### config.mk
export PLATFORM = sky130hd
export DESIGN_NAME = stage5_pack_flat
export DESIGN_NICKNAME = d
export VERILOG_FILES = /design/src/rtl/stage5_pack_if.sv /design/src/rtl/stage5_pack.sv /design/src/flat_wrapper.sv
export SDC_FILE = /design/constraint.sdc
export NUM_CORES = 1
export LEC_CHECK = 0
export CAP_MARGIN = 20
export CORE_UTILIZATION = 30
export CTS_BUF_LIST = sky130_fd_sc_hd__clkbuf_8
export DETAILED_ROUTE_END_ITERATION = 7
export MAX_ROUTING_LAYER = met4
export SLEW_MARGIN = 40
export SYNTH_ARGS = -nofsm -noshare
export SYNTH_HDL_FRONTEND = slang
export SYNTH_SLANG_ARGS = --single-unit
### constraint.sdc
create_clock -name clk -period 4.5 [get_ports clk]
set_input_delay 0.45 -clock clk [delete_from_list [all_inputs] [get_ports clk]]
set_output_delay 0.45 -clock clk [all_outputs]
set_load 0.005 [all_outputs]
### src/rtl/stage5_pack_if.sv
// Handshake bundle between the normalization stage, the FP16 packer and its consumer.
// The upstream/consumer side uses master; the packer uses slave.
interface stage5_pack_if;
  logic        in_valid;
  logic        in_ready;
  logic        sign;
  logic [10:0] norm_sum;
  logic [6:0]  exp_final;
  logic        out_valid;
  logic        out_ready;
  logic [15:0] out_data;

  modport master (
    output in_valid, sign, norm_sum, exp_final, out_ready,
    input  in_ready, out_valid, out_data
  );

  modport slave (
    input  in_valid, sign, norm_sum, exp_final, out_ready,
    output in_ready, out_valid, out_data
  );
endinterface

### src/rtl/stage5_pack.sv
// Final FP16 packing stage: biases the exponent, handles zero/overflow/underflow and queues results in a 2-entry FIFO.
// Define FP16_SAT_EN to saturate overflow to max finite instead of infinity.
module stage5_pack (
  input  logic          clk,
  input  logic          rst,
  stage5_pack_if.slave  bus,
  input  logic          clr_cnt,
  output logic [7:0]    ovf_cnt,
  output logic [7:0]    unf_cnt
);

`ifdef FP16_SAT_EN
  localparam logic [14:0] OVF_MAG = 15'h7BFF;
`else
  localparam logic [14:0] OVF_MAG = 15'h7C00;
`endif

  logic signed [7:0] exp_ext;
  logic signed [7:0] be;
  logic              is_zero;
  logic              is_ovf;
  logic              is_unf;
  logic [15:0]       packed_word;

  logic [15:0]       mem [2];
  logic              wr_ptr;
  logic              rd_ptr;
  logic [1:0]        count;
  logic              push;
  logic              pop;

  // The 7-bit exponent is sign-extended so the +15 bias cannot wrap.
  assign exp_ext = {bus.exp_final[6], bus.exp_final};
  assign be      = exp_ext + 8'sd15;

  always_comb begin
    is_zero     = (bus.norm_sum == 11'd0);
    is_ovf      = !is_zero && (be >= 8'sd31);
    is_unf      = !is_zero && (be <= 8'sd0);
    packed_word = 16'h0000;
    if (is_zero)
      packed_word = 16'h0000;
    else if (is_ovf)
      packed_word = {bus.sign, OVF_MAG};
    else if (is_unf)
      packed_word = {bus.sign, 15'h0000};
    else
      packed_word = {bus.sign, be[4:0], bus.norm_sum[9:0]};
  end

  // Handshake status comes only from registered occupancy, never from out_ready.
  assign bus.in_ready  = (count != 2'd2);
  assign bus.out_valid = (count != 2'd0);
  assign bus.out_data  = bus.out_valid ? mem[rd_ptr] : 16'h0000;

  assign push = bus.in_valid && bus.in_ready;
  assign pop  = bus.out_valid && bus.out_ready;

  always_ff @(posedge clk) begin
    if (push)
      mem[wr_ptr] <= packed_word;
  end

  always_ff @(posedge clk or negedge rst) begin
    if (!rst) begin
      wr_ptr <= 1'b0;
      rd_ptr <= 1'b0;
      count  <= 2'd0;
    end else begin
      if (push)
        wr_ptr <= ~wr_ptr;
      if (pop)
        rd_ptr <= ~rd_ptr;
      case ({push, pop})
        2'b10:   count <= count + 2'd1;
        2'b01:   count <= count - 2'd1;
        default: count <= count;
      endcase
    end
  end

  // A clear in the same cycle as an event wins, so that event is dropped.
  always_ff @(posedge clk or negedge rst) begin
    if (!rst) begin
      ovf_cnt <= 8'd0;
      unf_cnt <= 8'd0;
    end else if (clr_cnt) begin
      ovf_cnt <= 8'd0;
      unf_cnt <= 8'd0;
    end else begin
      if (push && is_ovf && (ovf_cnt != 8'hFF))
        ovf_cnt <= ovf_cnt + 8'd1;
      if (push && is_unf && (unf_cnt != 8'hFF))
        unf_cnt <= unf_cnt + 8'd1;
    end
  end

endmodule

### src/flat_wrapper.sv
// flat-port wrapper written by rule: the top's interface ports become plain ports
module stage5_pack_flat 
  (clk, rst, clr_cnt, ovf_cnt, unf_cnt, bus_in_valid, bus_sign, bus_norm_sum, bus_exp_final, bus_out_ready, bus_in_ready, bus_out_valid, bus_out_data);
  stage5_pack_if bus_i ();
  input  logic clk;
  input  logic rst;
  input  logic clr_cnt;
  output logic [7:0] ovf_cnt;
  output logic [7:0] unf_cnt;
  input wire logic [$bits(bus_i.in_valid)-1:0] bus_in_valid;
  input wire logic [$bits(bus_i.sign)-1:0] bus_sign;
  input wire logic [$bits(bus_i.norm_sum)-1:0] bus_norm_sum;
  input wire logic [$bits(bus_i.exp_final)-1:0] bus_exp_final;
  input wire logic [$bits(bus_i.out_ready)-1:0] bus_out_ready;
  output wire logic [$bits(bus_i.in_ready)-1:0] bus_in_ready;
  output wire logic [$bits(bus_i.out_valid)-1:0] bus_out_valid;
  output wire logic [$bits(bus_i.out_data)-1:0] bus_out_data;
  assign bus_i.in_valid = bus_in_valid;
  assign bus_i.sign = bus_sign;
  assign bus_i.norm_sum = bus_norm_sum;
  assign bus_i.exp_final = bus_exp_final;
  assign bus_i.out_ready = bus_out_ready;
  assign bus_in_ready = bus_i.in_ready;
  assign bus_out_valid = bus_i.out_valid;
  assign bus_out_data = bus_i.out_data;
  stage5_pack u_core (.clk(clk), .rst(rst), .bus(bus_i), .clr_cnt(clr_cnt), .ovf_cnt(ovf_cnt), .unf_cnt(unf_cnt));
endmodule
=== Word level (Yosys, flattened, before mapping) ===
Memories as Yosys holds them, arrays and structs flattened.
Cells that the tools add are included.
Widths: inputs -> output; s select.

* Bits in registers: 20
* Memory bits (writable): 32
* Bits of input ports: 24
* Output and inout port bits: 34
* Memories: 1

* Add/subtract/negate cells: 5
* Order comparisons: 2
* Equality and inequality tests: 5
* Multiplexer cells: 11
* Bitwise logic cells: 2
* Reduce and logical (&&, ||, !) cells: 14

{| class="wikitable"
|+ Memory list
! name !! depth !! width !! rd ports !! clocked after memory_dff !! write ports !! line !! text
|-
| u_core.mem || 2 || 16 || 1 || 0 || 1 || stage5_pack.sv:25 || <nowiki>logic [15:0] mem [2];</nowiki>
|}

{| class="wikitable"
|+ Operators with widths
! operator !! count
|-
| $mux 16 || 2
|-
| $mux 8 || 4
|-
| $mux 15 || 2
|-
| $add 8x1->8 const B || 2
|-
| $ne 8x8->1 const B || 2
|-
| $logic_not 11->1 || 1
|-
| $add 7x5->8 const B || 1
|-
| $ge 8x6->1 const B || 1
|-
| $le 8x1->1 const B || 1
|-
| $logic_and 1x1->1 || 8
|-
| $reduce_bool 2->1 || 4
|-
| $pmux 2 s2 || 1
|-
| $add 2x1->2 const B || 1
|-
| $eq 2x1->1 const B || 1
|-
| $eq 2x2->1 const B || 1
|-
| $mux 1 || 2
|-
| $ne 2x2->1 const B || 1
|-
| $not 1->1 || 2
|-
| $sub 2x1->2 const B || 1
|-
| $logic_not 1->1 || 1
|}

=== Longest topological paths before layout ===
* Depth in word-level cells: 7
* Depth in mapped cells: 9

=== Worst setup path after synthesis ===
OpenSTA, ideal clock, no wires.

* Path type: in2reg
* Start: input bus_exp_final[0]
* End: memory u_core.mem[0][0], data pin
* Library setup time: 0.136 ns
* Arrival: 2.156 ns
* Data required time: 4.364 ns
* Path slack: 2.208 ns
* Cell stages on the path: 8
* Cell sequence: inv_1 ha_1 nor3b_1 a41oi_2 a41o_4 a21oi_1 nor2b_1 and2_1

* Longest elaborated chain between the ends: 6

{| class="wikitable"
|+ RTL lines
! item !! line !! text
|-
| start: declaration || flat_wrapper.sv:13 || <nowiki>input wire logic [$bits(bus_i.exp_final)-1:0] bus_exp_final;</nowiki>
|-
| $add 7x5->8 (*) || stage5_pack.sv:34 || <nowiki>assign be = exp_ext + 8'sd15;</nowiki>
|-
| $le 8x1->1 || stage5_pack.sv:39 || <nowiki>is_unf = !is_zero && (be <= 8'sd0);</nowiki>
|-
| $logic_and 1x1->1 || stage5_pack.sv:39 ||
|-
| $mux 15 || stage5_pack.sv:45 || <nowiki>else if (is_unf)</nowiki>
|-
| $mux 15 (*) || stage5_pack.sv:43 || <nowiki>else if (is_ovf)</nowiki>
|-
| $mux 16 (*) || stage5_pack.sv:41 || <nowiki>if (is_zero)</nowiki>
|-
| net u_core.packed_word[0] || stage5_pack.sv:23 || <nowiki>logic [15:0] packed_word;</nowiki>
|-
| end: declaration || stage5_pack.sv:25 ||
|}

Mark *: on every way through the listed nets, which the timed path passes. The rest lies on a longest branch.

=== Worst setup path in the final report ===
* Start: input bus_exp_final[0]
* End: memory u_core.mem[0][7], data pin

The elaborated chain is that of the path after synthesis.

==> metrics list <==
* CTS max path bufs: 2
- Overall via count from detail_route: a little under 2000
- After detailed routing, the met3 layer carries roughly 350 um of wire.
* Lkg Pwr: between 1 and 1.5 nW
- Uppermost signal routing layer after detailed routing: met4
- Clock tree synthesis found a total of 52 sinks.
- The total area inside the core boundary comes to approximately 0.0083 mm^2.
* Area overhead of the layout relative to synthesis: 29.7%
* Height of the chip: between 90 and 100 um
- Routed met2 length: 2.64 mm
* Data arrival at the endpoint of the critical path: 3.10 ns
* Max Fanout on Critical Path: 6
* Number of setup buffers added after CTS: 0
- Flip-flop and latch count after synthesis: between 50 and 60
- Overall overflow remaining after global route: 0
* Port Buf Inserts: 57
* Hold Crit Class: in2async
- FMAX: between 300 and 400 MHz
- Seq/Total Area, Yosys: a little under three fifths
- The count of pins over their slew limit came to 0.
- Synthesis instantiated 39 different standard cells from the library.
- Vias per Instance: ~5
* Time the final worst path needs with I/O delays and setup: ~3 ns
- Fin nets: about 310
* Worst max-slew margin expressed relative to the limit: between 40% and 50%
- After the first detailed-routing iteration, the DRC count stood at roughly 150.
* Number of setup violations in the final report: 0
- The number of antenna diodes in the final layout is 0.
- The final layout contains routed wiring with a total length of 5.75 mm.
- Instance count of the mapped netlist: between 200 and 250
- Internal Dissipation: between 1 and 1.5 mW
* Final weighted congestion in routability-driven placement: about 0.80
* Category of the worst setup path capture point: flip-flop
- The floorplan step defined a die boundary enclosing between 0.008 and 0.009 mm^2.
* Worst-path clk slew: approximately 0.10 ns
- RSZ-0062 raised after global routing: false
- At the worst endpoint, the required time is about 4.7 ns.
- The number of hold buffers added after CTS was 0.
- The share of total power dissipated in the clock network is approximately 18%.
- Final Hold Violating Endpoints: 0
- VDD sags by at most ~0.00013 V.
- CTS tree: yes
* Via count of the first global-routing pass: roughly 1800
- Aggregate negative setup slack: 0 ns
* Startpoint of the lowest-slack register-to-register path: u_core.unf_cnt[0]
- Post-DP HPWL: about 4.0 mm
- Category of the critical setup timing path: in2reg
* PostCTS Resize Cnt: 0
- Most area-hungry cell type in the Yosys netlist: edfxtp_1
- In the final routed layout, each cell accounts on average for between 10 and 15 um.
- The post-route netlist has roughly 7% of its cells at a drive strength greater than 1.
* Root Driver: clkbuf_8
* Htree depth: 2
- The first global-routing pass estimated approximately 8.8 mm of wire.
- Summing all flip-flop and latch instances after layout gives between 0.001 and 0.0015 mm^2.
- Combinational logic is responsible for between 30% and 40% of the overall power.
- PwrDens: between 400 and 500 mW/mm^2
* Total routing resource utilization after global routing: 13.1%
- Average instance area after synthesis: 11.4 um^2
- Die X-Extent: ~95 um
- Metal1 wirelength: 2.71 mm
- In the finished design, the share of the clock period the worst path needs comes to 65.2%.
* Smallest hold slack: around 0.09 ns
- Post-synth top area share: between 30% and 40%
- For the pin with the worst max-slew slack, the measured transition is a little under 0.8 ns.
- P_sw: 0.458 mW
- The clock arrives with between 0.002 and 0.003 ns of skew.
- During I/O placement, the number of pins put on the boundary was 58.
- Inserted Clock Buffers: 5
- Maximum number of pins on one net before global-route repair: 21
* Share of total power consumed by net switching: a little under a third
* Element type at the critical path start: input pin
- The initial utilization of the core area, before any placement, comes to roughly 31%.
* Count of antenna-violating nets left after detailed routing: 0
- After synthesis, the cell types taking the most area are edfxtp_1 37%, dfrtp_1 19%, mux2i_1 7.0%.
- The flow ran to the end, and the final reports show no timing, DRC or antenna violations.
- The Yosys step of the flow raised 0 warnings.
* Fillers: around 800
* Antenna violations before repair: 0
* Area occupied by multi-input gates: 0.00107 mm^2
* Summed instance area of the synthesized netlist: 0.00258 mm^2
- Net count after synthesis: 255
- In the routed design, unresolved DRC markers number 0.
* Pwr Total: between 1 and 1.5 mW
- Counting cells, the worst reg-to-reg path comes to 7.
- End of the worst register-to-register path: u_core.unf_cnt[6]
* Part of the power in registers: a little under half
* Minimum setup slack among reg-to-reg paths: between 2 and 2.5 ns
- The floorplan has 33 rows.
- For the worst-skew pair, the clock arrives at the later sink with an insertion delay of around 0.30 ns.
- For this run, the detailed router's first-pass iteration total came to 4.
- Across the run, the number of max-cap violations was 0.
==> registers in the layout, indices dropped and copies added, names as in the netlist <==
register and count:
u_core.rd_ptr 1, u_core.mem 32, u_core.count 2, u_core.ovf_cnt 8
u_core.unf_cnt 8, u_core.wr_ptr 1
==> layout make-up <==
cell class / instances / share of cell area (%)
Timing Repair Buffer: 59 / 17.3
Clock buffer: 5 / 2.05
Clock inverter: 3 / 0.634
Tap cell: 105 / 3.92
Inverter: 6 / 0.672
Sequential cell: 52 / 43.6
Multi-Input combinational cell: 161 / 31.8
==> metrics by stage <==
stage / util (%) / cell area, um^2 / instances / setup slack [ns]
4_1_cts: 40.6 / 3350 / 391 / 1.60
6_report: 40.6 / 3350 / 391 / 1.57
2_1_floorplan: - / 2580 / 226 / 2.21
5_1_grt: 40.6 / 3350 / 391 / 1.38
3_5_place_dp: 39.5 / 3260 / 383 / 1.28
3_3_place_gp: 39.6 / 3270 / 383 / 1.35
==> power groups by stage <==
stage	sequential (mW)	clock [mW]	combinational (mW)
after floorplan	0.653	0	0.296
after global placement	0.697	0	0.540
after detailed placement	0.700	0	0.546
final	0.687	0.268	0.536
after CTS	0.690	0.276	0.547
after global routing	0.701	0.297	0.587
==> critical path, stage by stage <==
cell	delay, ns
clkdlybuf4s50_1	0.50
inv_1	0.13
ha_1	0.20
nor3b_1	0.47
a41oi_2	0.19
a41o_4	0.28
a21oi_1	0.38
nor2b_1	0.31
and2_1	0.19
==> cell usage after synthesis <==
cell type and count:
o31ai_1 3, o41ai_2 1, buf_6 1, nor4b_1 1, xor2_1 7, a21oi_1 15, nand4_1 3, a41o_4 1
nor4bb_1 1, inv_1 6, nor3b_1 1, and2_1 10, nand2_1 9, nor3_1 4, clkbuf_2 1, and3_1 3
a41oi_2 1, or3_1 7, dfrtp_1 20, a21o_1 2, clkbuf_1 5, and4_1 1, nor4_1 2, o21a_1 2
nor2_1 27, xnor2_1 5, nand2b_1 2, edfxtp_1 32, or4_4 1, nand3_1 9, or4_1 2, mux2i_1 18
nand2_2 1, nor2b_1 5, or2_2 2, ha_1 5, nand3_2 1, a31oi_1 1, o21ai_0 8
==> layout by cell type, fill, tap and decap left out, drive strengths merged, types with 7 or more instances in the layout <==
cell type,netlist,final
edfxtp,32,32
and2,10,10
dfrtp,20,20
nand2,10,10
nand3,10,10
inv,6,7
nor2,27,27
or3,7,7
clkdlybuf4s50,0,56
xor2,7,7
a21oi,15,15
mux2i,18,18
o21ai,8,8
==> routing by layer <==
layer | GRT usage (%) | up-vias
li1 | - | 937
met1 | 17.0 | 939
met2 | 20.7 | 55
met3 | 2.82 | 5
met4 | 3.66 | 0
met5 | - | -
==> cells by family (layout without fill, tap and decap cells) <==
| family | after synthesis | after routing | synth area share, % |
|---|---|---|---|
| compound gates | 34 | 34 | 8.81 |
| mux | 18 | 18 | 6.97 |
| buf+inv | 13 | 73 | 2.23 |
| flops | 52 | 52 | 56.5 |
| xor+xnor | 12 | 12 | 4.07 |
| simple gates | 92 | 92 | 19.0 |
| fa+ha+maj | 5 | 5 | 2.42 |
==> worst max-delay path by stage <==
stage,start,cells after the start,slack [ns],to
CTS,bus_exp_final[0],9,1.60,u_core.mem[0][7]
global placement,bus_exp_final[0],9,1.35,u_core.mem[0][4]
finish,bus_exp_final[0],9,1.57,u_core.mem[0][7]
detailed placement,bus_exp_final[0],9,1.28,u_core.mem[0][7]
global route,bus_exp_final[0],9,1.38,u_core.mem[1][0]
floorplan,bus_exp_final[0],8,2.21,u_core.mem[0][0]
Power figures use the tool's default switching activity.
